**src/rtl/seq_alu_pkg.sv**
```systemverilog
// Shared opcodes, FSM state type and sizing helper for the sequential ALU.
// Imported by seq_alu and seq_alu_iter.
package seq_alu_pkg;

    localparam logic [3:0] OP_AND   = 4'b0000;
    localparam logic [3:0] OP_OR    = 4'b0001;
    localparam logic [3:0] OP_ADD   = 4'b0010;
    localparam logic [3:0] OP_MUL   = 4'b0011;
    localparam logic [3:0] OP_SUB   = 4'b0100;
    localparam logic [3:0] OP_MULHU = 4'b0101;
    localparam logic [3:0] OP_DIVU  = 4'b0110;
    localparam logic [3:0] OP_REMU  = 4'b0111;
    localparam logic [3:0] OP_SLT   = 4'b1000;

    typedef enum logic [1:0] {
        IDLE = 2'd0,
        BUSY = 2'd1,
        DONE = 2'd2
    } state_t;

    function automatic int cntWidth(input int width);
        return $clog2(width);
    endfunction

endpackage

```
**src/rtl/seq_alu_iter.sv**
```systemverilog
// Shared one-bit-per-cycle datapath: shift-add multiply and, when SEQ_ALU_DIV_EN
// is defined, restoring divide. Sequenced by the seq_alu FSM via start_i/step_i.
module seq_alu_iter
    import seq_alu_pkg::*;
#(
    parameter int WIDTH = 32
) (
    input  logic             clk,
    input  logic             rst,
    input  logic             start_i,
    input  logic             step_i,
`ifdef SEQ_ALU_DIV_EN
    input  logic             div_i,
`endif
    input  logic [WIDTH-1:0] a_i,
    input  logic [WIDTH-1:0] b_i,
    output logic             last_o,
    output logic [WIDTH-1:0] hi_o,
    output logic [WIDTH-1:0] lo_o
);

    localparam int CW = cntWidth(WIDTH);

    logic [CW-1:0]      cnt_q, cnt_d;
    logic [2*WIDTH-1:0] acc_q, acc_d;
    logic [WIDTH-1:0]   opB_q, opB_d;
    logic [WIDTH:0]     mulSum;
    logic [2*WIDTH-1:0] mulStep;

    // Multiply: {hi, lo} starts as {0, multiplier}; add multiplicand into hi when lo[0] is set, then shift right.
    always_comb begin
        mulSum  = {1'b0, acc_q[2*WIDTH-1:WIDTH]} + (acc_q[0] ? {1'b0, opB_q} : '0);
        mulStep = {mulSum, acc_q[WIDTH-1:1]};
    end

`ifdef SEQ_ALU_DIV_EN
    logic               isDiv_q, isDiv_d;
    logic [WIDTH:0]     trial;
    logic [WIDTH:0]     diff;
    logic [2*WIDTH-1:0] divStep;

    // Divide: {rem, quotient} shifts left; a clear borrow means the trial subtraction is kept.
    always_comb begin
        trial = {acc_q[2*WIDTH-1:WIDTH], acc_q[WIDTH-1]};
        diff  = trial - {1'b0, opB_q};
        if (!diff[WIDTH]) begin
            divStep = {diff[WIDTH-1:0], acc_q[WIDTH-2:0], 1'b1};
        end else begin
            divStep = {trial[WIDTH-1:0], acc_q[WIDTH-2:0], 1'b0};
        end
    end
`endif

    always_comb begin
        cnt_d = cnt_q;
        acc_d = acc_q;
        opB_d = opB_q;
`ifdef SEQ_ALU_DIV_EN
        isDiv_d = isDiv_q;
`endif
        if (start_i) begin
            acc_d = {{WIDTH{1'b0}}, a_i};
            opB_d = b_i;
            cnt_d = CW'(WIDTH - 1);
`ifdef SEQ_ALU_DIV_EN
            isDiv_d = div_i;
`endif
        end else if (step_i) begin
`ifdef SEQ_ALU_DIV_EN
            acc_d = isDiv_q ? divStep : mulStep;
`else
            acc_d = mulStep;
`endif
            if (cnt_q != '0) begin
                cnt_d = cnt_q - CW'(1);
            end
        end
    end

    always_ff @(posedge clk) begin
        if (rst) begin
            cnt_q <= '0;
            acc_q <= '0;
            opB_q <= '0;
`ifdef SEQ_ALU_DIV_EN
            isDiv_q <= 1'b0;
`endif
        end else begin
            cnt_q <= cnt_d;
            acc_q <= acc_d;
            opB_q <= opB_d;
`ifdef SEQ_ALU_DIV_EN
            isDiv_q <= isDiv_d;
`endif
        end
    end

    // Results come from the next-state value so the final step can be registered on the same edge.
    assign last_o = (cnt_q == '0);
    assign hi_o   = acc_d[2*WIDTH-1:WIDTH];
    assign lo_o   = acc_d[WIDTH-1:0];

endmodule

```
**src/rtl/seq_alu.sv**
```systemverilog
// Multi-cycle ALU with valid/ready handshakes; iterative MUL/MULHU and, with
// SEQ_ALU_DIV_EN defined, DIVU/REMU. Other ops complete in one cycle.
module seq_alu
    import seq_alu_pkg::*;
#(
    parameter int WIDTH = 32
) (
    input  logic             clk,
    input  logic             rst,
    input  logic             in_valid,
    output logic             in_ready,
    input  logic [WIDTH-1:0] in1,
    input  logic [WIDTH-1:0] in2,
    input  logic [3:0]       alu_control,
    output logic             out_valid,
    input  logic             out_ready,
    output logic [WIDTH-1:0] alu_result,
    output logic             zero_flag,
    output logic             busy
);

    state_t           state_q, state_d;
    logic [3:0]       op_q, op_d;
    logic [WIDTH-1:0] result_q, result_d;
    logic             zero_q, zero_d;

    logic             accept;
    logic             isIter;
    logic             start;
    logic             step;
    logic             last;
    logic [WIDTH-1:0] hi;
    logic [WIDTH-1:0] lo;
    logic [WIDTH-1:0] singleResult;
    logic [WIDTH-1:0] iterResult;

    assign in_ready = (state_q == IDLE) || ((state_q == DONE) && out_ready);
    assign accept   = in_valid && in_ready;

    // Single-cycle results; a zero divisor is resolved here so it never iterates.
    always_comb begin
        singleResult = '0;
        isIter       = 1'b0;
        case (alu_control)
            OP_AND:   singleResult = in1 & in2;
            OP_OR:    singleResult = in1 | in2;
            OP_ADD:   singleResult = in1 + in2;
            OP_SUB:   singleResult = in1 - in2;
            OP_SLT:   singleResult = {{(WIDTH-1){1'b0}}, ($signed(in1) < $signed(in2))};
            OP_MUL,
            OP_MULHU: isIter = 1'b1;
`ifdef SEQ_ALU_DIV_EN
            OP_DIVU: begin
                if (in2 == '0) singleResult = '1;
                else           isIter = 1'b1;
            end
            OP_REMU: begin
                if (in2 == '0) singleResult = in1;
                else           isIter = 1'b1;
            end
`endif
            default:  singleResult = '0;
        endcase
    end

    always_comb begin
        iterResult = lo;
        case (op_q)
            OP_MULHU: iterResult = hi;
`ifdef SEQ_ALU_DIV_EN
            OP_REMU:  iterResult = hi;
`endif
            default: ;
        endcase
    end

    always_comb begin
        state_d  = state_q;
        op_d     = op_q;
        result_d = result_q;
        zero_d   = zero_q;
        start    = 1'b0;
        step     = 1'b0;
        case (state_q)
            IDLE, DONE: begin
                if (accept) begin
                    op_d = alu_control;
                    if (isIter) begin
                        start   = 1'b1;
                        state_d = BUSY;
                    end else begin
                        state_d  = DONE;
                        result_d = singleResult;
                        zero_d   = (singleResult == '0);
                    end
                end else if ((state_q == DONE) && out_ready) begin
                    state_d = IDLE;
                end
            end
            BUSY: begin
                step = 1'b1;
                if (last) begin
                    state_d  = DONE;
                    result_d = iterResult;
                    zero_d   = (iterResult == '0);
                end
            end
            default: state_d = IDLE;
        endcase
    end

    always_ff @(posedge clk) begin
        if (rst) begin
            state_q  <= IDLE;
            op_q     <= OP_AND;
            result_q <= '0;
            zero_q   <= 1'b0;
        end else begin
            state_q  <= state_d;
            op_q     <= op_d;
            result_q <= result_d;
            zero_q   <= zero_d;
        end
    end

    seq_alu_iter #(
        .WIDTH(WIDTH)
    ) u_iter (
        .clk     (clk),
        .rst     (rst),
        .start_i (start),
        .step_i  (step),
`ifdef SEQ_ALU_DIV_EN
        .div_i   ((alu_control == OP_DIVU) || (alu_control == OP_REMU)),
`endif
        .a_i     (in1),
        .b_i     (in2),
        .last_o  (last),
        .hi_o    (hi),
        .lo_o    (lo)
    );

    assign out_valid  = (state_q == DONE);
    assign alu_result = result_q;
    assign zero_flag  = zero_q;
    assign busy       = (state_q == BUSY);

endmodule

```
**config.mk**
```make
export PLATFORM = sky130hd
export DESIGN_NAME = seq_alu
export DESIGN_NICKNAME = d
export VERILOG_FILES = /design/src/rtl/seq_alu_pkg.sv /design/src/rtl/seq_alu_iter.sv /design/src/rtl/seq_alu.sv
export SDC_FILE = /design/constraint.sdc
export NUM_CORES = 1
export LEC_CHECK = 0
export BUFFER_PORTS_ARGS = -buffer_cell sky130_fd_sc_hd__buf_4
export CORE_MARGIN = 2
export CORE_UTILIZATION = 60
export CTS_CLUSTER_SIZE = 8
export DETAILED_ROUTE_END_ITERATION = 12
export MAX_ROUTING_LAYER = met4
export PLACE_DENSITY = 0.8
export SETUP_SLACK_MARGIN = 0.15
export SLEW_MARGIN = 40
export SYNTH_ARGS = -nofsm -noshare
export SYNTH_HDL_FRONTEND = slang
export SYNTH_SLANG_ARGS = --single-unit
```
**constraint.sdc**
```tcl
create_clock -name clk -period 5.2 [get_ports clk]
set_input_delay 1.04 -clock clk [delete_from_list [all_inputs] [get_ports clk]]
set_output_delay 1.04 -clock clk [all_outputs]
set_load 0.005 [all_outputs]
```
==> results of run 1 <==
-- report_power, final --
part	switching [uW]	internal, uW
Clock	528	764
Combinational	604	346
Sequential	30.5	1110
-- logic make-up after synthesis --
logic type                 Yosys count  share of synthesized area
AOI/OAI and AO/OA                  657                     0.3077
and+or+nand+nor                    759                     0.2539
muxes                               30                    0.02146
adders and majority gates          136                     0.1222
xor gates and xnor gates            31                    0.01978
buffers and inverters              251                    0.07627
DFF                                140                     0.1987
-- flip-flops by register name, summed over array words and instances, names as in the netlist --
register,cells
state_q,2
u_iter.opB_q,32
zero_flag,1
u_iter.cnt_q,5
op_q,4
alu_result,32
u_iter.acc_q,64
-- how the worst max path moves through the flow --
stage	depth (start not counted)	startpoint	slack (ps)	end
floorplan	14	in1[0]	1280	alu_result[30]
global placement	15	in1[0]	600	zero_flag
detailed placement	15	in1[0]	500	zero_flag
CTS	15	in1[0]	920	zero_flag
global route	15	in1[0]	600	zero_flag
finish	15	in1[0]	780	zero_flag
-- cells in the final DEF, fill, tap and decap left out, types with 13 or more instances in the layout --
master	n
a211oi_1	45
a21oi_1	235
o211ai_1	27
and2_1	46
a31oi_1	30
nor2b_1	19
mux2i_1	28
nor2_1	186
o21a_1	18
o31ai_1	21
nand4_1	26
nor3_1	46
nand3_1	42
nor4_1	17
xnor2_1	22
nand2b_1	18
clkbuf_16	17
and3_1	13
o21ai_0	83
buf_4	140
o21bai_1	13
inv_1	110
ha_1	133
dfxtp_1	140
a221oi_1	16
nand2_1	284
a21o_1	15
-- layer usage --
layer | vias up | routed length, um
li1 | 7281 | -
met1 | 7365 | 22260
met2 | 951 | 22700
met3 | 127 | 5696
met4 | 0 | 1768
met5 | - | 0
-- cell usage after synthesis (all sizes together), types with 22 or more instances --
library cell | number | share of area
nand2 | 285 | 0.076
a21oi | 238 | 0.085
nor2 | 187 | 0.050
dfxtp | 140 | 0.20
ha | 133 | 0.12
inv | 111 | 0.030
clkbuf | 94 | 0.031
o21ai | 87 | 0.031
a211oi | 46 | 0.025
and2 | 46 | 0.020
buf | 46 | 0.016
nor3 | 46 | 0.016
nand3 | 42 | 0.015
a31oi | 31 | 0.014
mux2i | 28 | 0.020
o211ai | 27 | 0.014
nand4 | 26 | 0.012
xnor2 | 23 | 0.015
o31ai | 22 | 0.012
-- critical path: stages --
cell and delay [ps]:
buf_4 110, inv_1 60, ha_1 230, fa_1 420, o21bai_1 260, a211oi_1 190, o21ba_2 240, a221o_1 290
a21boi_0 480, nand4_1 210, nor4_1 450, nand4_1 220, nor4_1 240, nand4_1 140, o31ai_2 170
-- final cells by class --
type                            count  area, um2
Multi-Input combinational cell   1613      10290
Fill cell                        2041       7642
Sequential cell                   140       2803
Timing Repair Buffer              143       1102
Clock buffer                       17      425.4
Inverter                          111      416.7
Tap cell                          319      399.1
Clock inverter                     14      183.9
-- metrics by stage --
step                power [uW]  hold WS [ps]  setup slack, ps
floorplan                 1752         431.7             1278
global placement          2066         439.2            596.1
detailed placement        2072         442.4            495.9
CTS                       3336         451.4            922.7
global route              3487         465.1            600.8
finish                    3384         451.1            783.9
==> insert_results.sql, run 1 <==
INSERT INTO impl_metrics (metric_group, metric, value, unit) VALUES
('clocking', 'ctsLongestPathBuffers', '2', ''),
('routing', 'total_number_of_vias', '15720', ''),
('clocking', 'htreeDepth', '4', ''),
('setup_path', 'depth_of_the_worst_register_to_register_path', '14', ''),
('setup_path', 'worstReg2RegStart', 'u_iter.acc_q[0]', ''),
('cells_and_area', 'finalInstanceArea', '15620', 'um2'),
('global_routing', 'gr-usage-all-layers', '0.4245', ''),
('timing', 'timing_hold_violations_final', '0', ''),
('logic_synthesis', 'ys_seq_elements', '140', ''),
('setup_path', 'worst-endpoint-required', '5550', 'ps'),
('global_routing', 'global_route.peak_usage_layer', 'met2', ''),
('timing', 'max_clock_freq', '226.4', 'MHz'),
('clocking', 'clock-sinks', '140', ''),
('logic_synthesis', 'ys_seq_area_frac', '0.1987', ''),
('timing', 'fin_worst_skew', '12.90', 'ps'),
('routing', 'detailedRoute.firstPassIterationCount', '7', ''),
('logic_synthesis', 'mappedNetlistNets', '2212', ''),
('placement', 'placed_cell_area', '15010', 'um2'),
('clocking', 'cts.root.buffer_cell', 'clkbuf_16', ''),
('global_routing', 'grtUsageMet2', '0.6363', ''),
('placement', 'dp_hpwl', '39.84', 'mm'),
('global_routing', 'grt_use_met1', '0.5903', ''),
('floorplan', 'floorplan.die.height', '157.3', 'um'),
('logic_synthesis', 'number_of_enable_flip_flop_cells_after_synthesis', '0', ''),
('placement', 'io_buffer_count', '107', ''),
('logic_synthesis', 'postSynth.topFlopCell', 'dfxtp_1', ''),
('setup_path', 'cp-start-kind', 'input pin', ''),
('timing', 'setup-violations-final', '0', ''),
('placement', 'place.gp.congestion', '1.028', ''),
('min_path', 'capture_endpoint_of_the_worst_hold_path', 'u_iter.opB_q[28]', ''),
('cells_and_area', 'drive_gt1_frac', '0.1114', ''),
('cells_and_area', 'post-route-util', '0.6715', ''),
('job', 'max_cap_viol_count', '0', ''),
('setup_path', 'timing.critical_path.arrival', '4770', 'ps'),
('global_routing', 'use_met3', '0.06002', ''),
('routing', 'antenna_violating_nets_post_route', '0', ''),
('logic_synthesis', 'number_of_unique_standard_cell_types_used_by_synthesis', '100', ''),
('outcome', 'status', 'complete, no violations', ''),
('cells_and_area', 'diodes', '0', ''),
('timing', 'slew_headroom', '0.4731', ''),
('floorplan', 'floorplan.die.width', '157.3', 'um'),
('timing', 'layout_min_cycle_time', '4416', 'ps'),
('min_path', 'hold_depth', '2', ''),
('global_routing', 'grt_overflow_total', '0', ''),
('setup_path', 'worst-r2r-setup-slack', '1050', 'ps'),
('min_path', 'hold_path_startpoint', 'u_iter.opB_q[28]', ''),
('clocking', 'worstSkewPairLatency', '430', 'ps'),
('power_and_ir_drop', 'ir_drop', '0.2019', 'mV'),
('routing', 'drt-vias-per-instance', '6.671', ''),
('clocking', 'tritoncts', 'built', ''),
('timing', 'slew_violations', '0', ''),
('routing', 'wl', '52.43', 'mm'),
('timing', 'post_route_setup_tns', '0', 'ps'),
('floorplan', 'design.die.area', '24760', 'um2'),
('timing', 'post-route-period-util', '0.8492', ''),
('setup_path', 'end_kind', 'flip-flop', ''),
('clocking', 'cts_setup_buffers', '0', ''),
('setup_path', 'timing_worst_setup_path_type', 'input pin to flip-flop', ''),
('global_routing', 'grt_antenna_before_repair', '0', ''),
('routing', 'drc', '0', ''),
('power_and_ir_drop', 'power-per-cell-area', '216.6', 'nW/um2'),
('routing', 'wl_per_cell', '22.24', 'um'),
('routing', 'drt-initial-drc-count', '2565', ''),
('clocking', 'hold_buffers', '0', ''),
('timing', 'tightest_slew', '780.1', 'ps'),
('clocking', 'clk_pin_slew', '70', 'ps'),
('floorplan', 'num_rows', '56', ''),
('logic_synthesis', 'mappedNetlistArea', '14110', 'um2'),
('cells_and_area', 'num-nets-final', '2234', ''),
('placement', 'placed_cells', '2326', ''),
('cells_and_area', 'non_filler_instance_count_after_layout', '2357', '');
Note: power is estimated with default switching activity, not from simulation.
==> run 2, diff against run 1 <==
--- a/config.mk
+++ b/config.mk
@@ -7,11 +7,11 @@
 export LEC_CHECK = 0
 export BUFFER_PORTS_ARGS = -buffer_cell sky130_fd_sc_hd__buf_4
 export CORE_MARGIN = 2
-export CORE_UTILIZATION = 60
+export CORE_UTILIZATION = 56
 export CTS_CLUSTER_SIZE = 8
 export DETAILED_ROUTE_END_ITERATION = 12
 export MAX_ROUTING_LAYER = met4
-export PLACE_DENSITY = 0.8
+export PLACE_DENSITY = 0.78
 export SETUP_SLACK_MARGIN = 0.15
 export SLEW_MARGIN = 40
 export SYNTH_ARGS = -nofsm -noshare
==> constraint.sdc (replaced) <==
create_clock -name clk -period 4 [get_ports clk]
set_input_delay 0.8 -clock clk [delete_from_list [all_inputs] [get_ports clk]]
set_output_delay 0.8 -clock clk [all_outputs]
set_load 0.005 [all_outputs]
==> run 2 against run 1 <==
Against the previous run: clock power grew 22%; hold slack gained 5.9 ps; combinational power grew 56%; die area grew 7.0%; sequential share of layout area shrank 1.7 points; clock skew grew 1.1 ps; design area grew 11%; clock-buffer cell count grew 1; sequential power grew 31%; non-clock buffer count grew 210; critical path depth is the same; first-iteration DRC count shrank 6.9%; largest power group unchanged; highest routed layer unchanged.
==> insert_results.sql, run 2 (same netlist as run 1, synthesis figures left out) <==
INSERT INTO impl_metrics (metric_group, metric, value, unit) VALUES
('routing', 'wl', '55.38', 'mm'),
('timing', 'slew_violations', '0', ''),
('floorplan', 'floorplan.die.height', '162.7', 'um'),
('cells_and_area', 'diodes', '0', ''),
('timing', 'timing_hold_violations_final', '0', ''),
('outcome', 'status', 'complete, no violations', ''),
('clocking', 'clock-sinks', '140', ''),
('routing', 'antenna_violating_nets_post_route', '0', ''),
('setup_path', 'timing.critical_path.from', 'u_iter.acc_q[0]', ''),
('timing', 'fin_worst_hold_slack', '457.1', 'ps'),
('floorplan', 'num_rows', '58', ''),
('setup_path', 'worst_path_max_delay_cell', 'ha_1', ''),
('setup_path', 'worst-endpoint-required', '4350', 'ps'),
('setup_path', 'cp_common_cell', 'buf_4', ''),
('cells_and_area', 'area_delta_synth_final', '22.51', '%'),
('global_routing', 'grt_overflow_total', '0', ''),
('power_and_ir_drop', 'ir_drop', '0.2665', 'mV'),
('timing', 'slew_headroom', '0.4574', ''),
('global_routing', 'grt_max_degree', '104', ''),
('placement', 'io_buffer_count', '107', ''),
('global_routing', 'first_global_vias', '15360', ''),
('timing', 'setup-violations-final', '0', ''),
('cells_and_area', 'layout_common_cells', '346 x buf_4, 285 x nand2_1, 234 x a21oi_1, 185 x nor2_1, 140 x dfxtp_1', ''),
('min_path', 'hold_path_startpoint', 'u_iter.opB_q[31]', ''),
('routing', 'drc', '0', ''),
('routing', 'total_number_of_vias', '16700', ''),
('clocking', 'clk_pin_slew', '70', 'ps'),
('timing', 'layout_min_cycle_time', '3836', 'ps'),
('setup_path', 'timing.critical_path.arrival', '4190', 'ps'),
('clocking', 'cts_setup_buffers', '0', ''),
('floorplan', 'core', '24960', 'um2'),
('cells_and_area', 'regMostFlops', 'u_iter.acc_q', ''),
('setup_path', 'timing_worst_setup_path_type', 'flip-flop to flip-flop', ''),
('routing', 'wl_per_cell', '21.47', 'um'),
('routing', 'drt-initial-drc-count', '2389', ''),
('power_and_ir_drop', 'total_leakage_power', '0.007644', 'uW'),
('global_routing', 'wire_length_of_the_first_global_routing_pass', '84.03', 'mm'),
('routing', 'detailedRoute.firstPassIterationCount', '6', ''),
('setup_path', 'cells_along_the_critical_path', 'buf_4 -> and2_1 -> ha_1 -> a211oi_1 -> nand2_1 -> o32ai_1 -> a21oi_1 -> buf_4 -> xor2_1 -> mux2i_1 -> o211a_1 -> o2111ai_1 -> nor4_2 -> nor2_1 -> o31ai_2', ''),
('cells_and_area', 'num-nets-final', '2444', ''),
('timing', 'rsz0062_at_grt', 'yes', ''),
('timing', 'post-route-period-util', '0.9591', ''),
('power_and_ir_drop', 'power-per-cell-area', '263.8', 'nW/um2'),
('clocking', 'tritoncts', 'built', ''),
('floorplan', 'initial_core_util', '0.5652', ''),
('clocking', 'cts_inserted_buffers', '17', ''),
('setup_path', 'worstPathBufferInverterCount', '2', ''),
('setup_path', 'cp-start-kind', 'flip-flop', ''),
('placement', 'dp_hpwl', '42.85', 'mm'),
('setup_path', 'critical_path.max_fanout', '24', ''),
('routing', 'drt-vias-per-instance', '6.473', ''),
('cells_and_area', 'num-fill-cells', '2148', ''),
('floorplan', 'io_pins', '108', ''),
('power_and_ir_drop', 'report.power.total', '4560', 'uW'),
('clocking', 'cts.root.buffer_cell', 'clkbuf_16', ''),
('job', 'max_cap_viol_count', '0', ''),
('setup_path', 'crit_path_max_incr_delay', '400', 'ps'),
('timing', 'max_clock_freq', '260.7', 'MHz'),
('cells_and_area', 'drive_gt1_frac', '0.1992', ''),
('floorplan', 'design.die.area', '26480', 'um2'),
('timing', 'tightest_slew', '813.9', 'ps'),
('global_routing', 'grt_antenna_before_repair', '0', ''),
('floorplan', 'floorplan.die.width', '162.7', 'um'),
('clocking', 'hold_buffers', '0', ''),
('setup_path', 'end_kind', 'flip-flop', ''),
('cells_and_area', 'commonest_non_fill_non_tap_cell_in_the_layout', 'buf_4', ''),
('cells_and_area', 'largest_reg_flops', '64', ''),
('setup_path', 'worstReg2RegStart', 'u_iter.acc_q[0]', ''),
('setup_path', 'critical_path_s_top_delay_family', 'compound AO/OA/AOI/OAI gates', ''),
('clocking', 'ctsLongestPathBuffers', '2', ''),
('clocking', 'htreeDepth', '4', ''),
('placement', 'place.gp.congestion', '1.023', ''),
('min_path', 'worst_hold_path_type', 'flip-flop to flip-flop', ''),
('timing', 'fin_worst_skew', '13.97', 'ps'),
('global_routing', 'gr-usage-all-layers', '0.4166', ''),
('clocking', 'worstSkewPairLatency', '430', 'ps');
==> run 2: cell count changes in the layout (fill, tap and decap cells not counted), sizes merged <==
cell / change
clkinvlp: -1
buf: +210
inv: +3
bufinv: -2
clkbuf: +1
==> run 2: where the power goes <==
part	switching [uW]	internal (uW)	total (uW)
Clock	703	882	1580
Combinational	842	642	1480
Sequential	44.6	1450	1490
==> run 2: what timing repair did <==
action	in CTS	in global routing
resized for setup	1	18
gates cloned	0	0
setup endpoints to repair	1	5
pin swaps	0	3
==> run 2: layout make-up <==
type | count | area (um2) | area share
Tap cell | 330 | 412.9 | 0.02389
Timing Repair Buffer | 353 | 2729 | 0.1579
Clock buffer | 18 | 429.2 | 0.02483
Inverter | 111 | 416.7 | 0.02411
Multi-Input combinational cell | 1613 | 10350 | 0.5986
Sequential cell | 140 | 2803 | 0.1622
Clock inverter | 14 | 147.6 | 0.008542
==> run 2: final timing paths <==
check,cells past startpoint,slack (ps),to
setup reg to reg,15,160,zero_flag
setup / recovery,15,160,zero_flag
hold reg to reg,2,460,u_iter.opB_q[31]
hold / removal,2,460,u_iter.opB_q[31]
==> run 2: worst register-to-register path: cells and delay by family (launching register included) <==
| family | cells | cell delay (ps) |
|---|---|---|
| flip-flops | 1 | 320 |
| AND/OR/NAND/NOR | 4 | 850 |
| buffers and inverters | 2 | 400 |
| XOR/XNOR | 1 | 140 |
| AO/OA/AOI/OAI | 6 | 1370 |
| multiplexers | 1 | 280 |
| adder cells (fa/ha/maj) | 1 | 400 |
==> run 2: layer usage <==
layer | GRT usage | part of all wire
met5 | - | 0
met1 | 0.5723 | 0.42
met2 | 0.6075 | 0.42
met4 | 0.1573 | 0.041
met3 | 0.07563 | 0.12
==> run 2: stage by stage <==
stage | cells | setup WS [ps] | instance area (um2) | TNS [ps] | util
2_1_floorplan | 2004 | 318.1 | 14110 | 0 | -
3_3_place_gp | 2547 | -205.2 | 16640 | -306.6 | 0.6664
3_5_place_dp | 2547 | -334.1 | 16640 | -591.4 | 0.6666
4_1_cts | 2579 | 191.7 | 17220 | 0 | 0.6898
5_1_grt | 2579 | 15.04 | 17280 | 0 | 0.6924
6_report | 2579 | 163.6 | 17280 | 0 | 0.6924
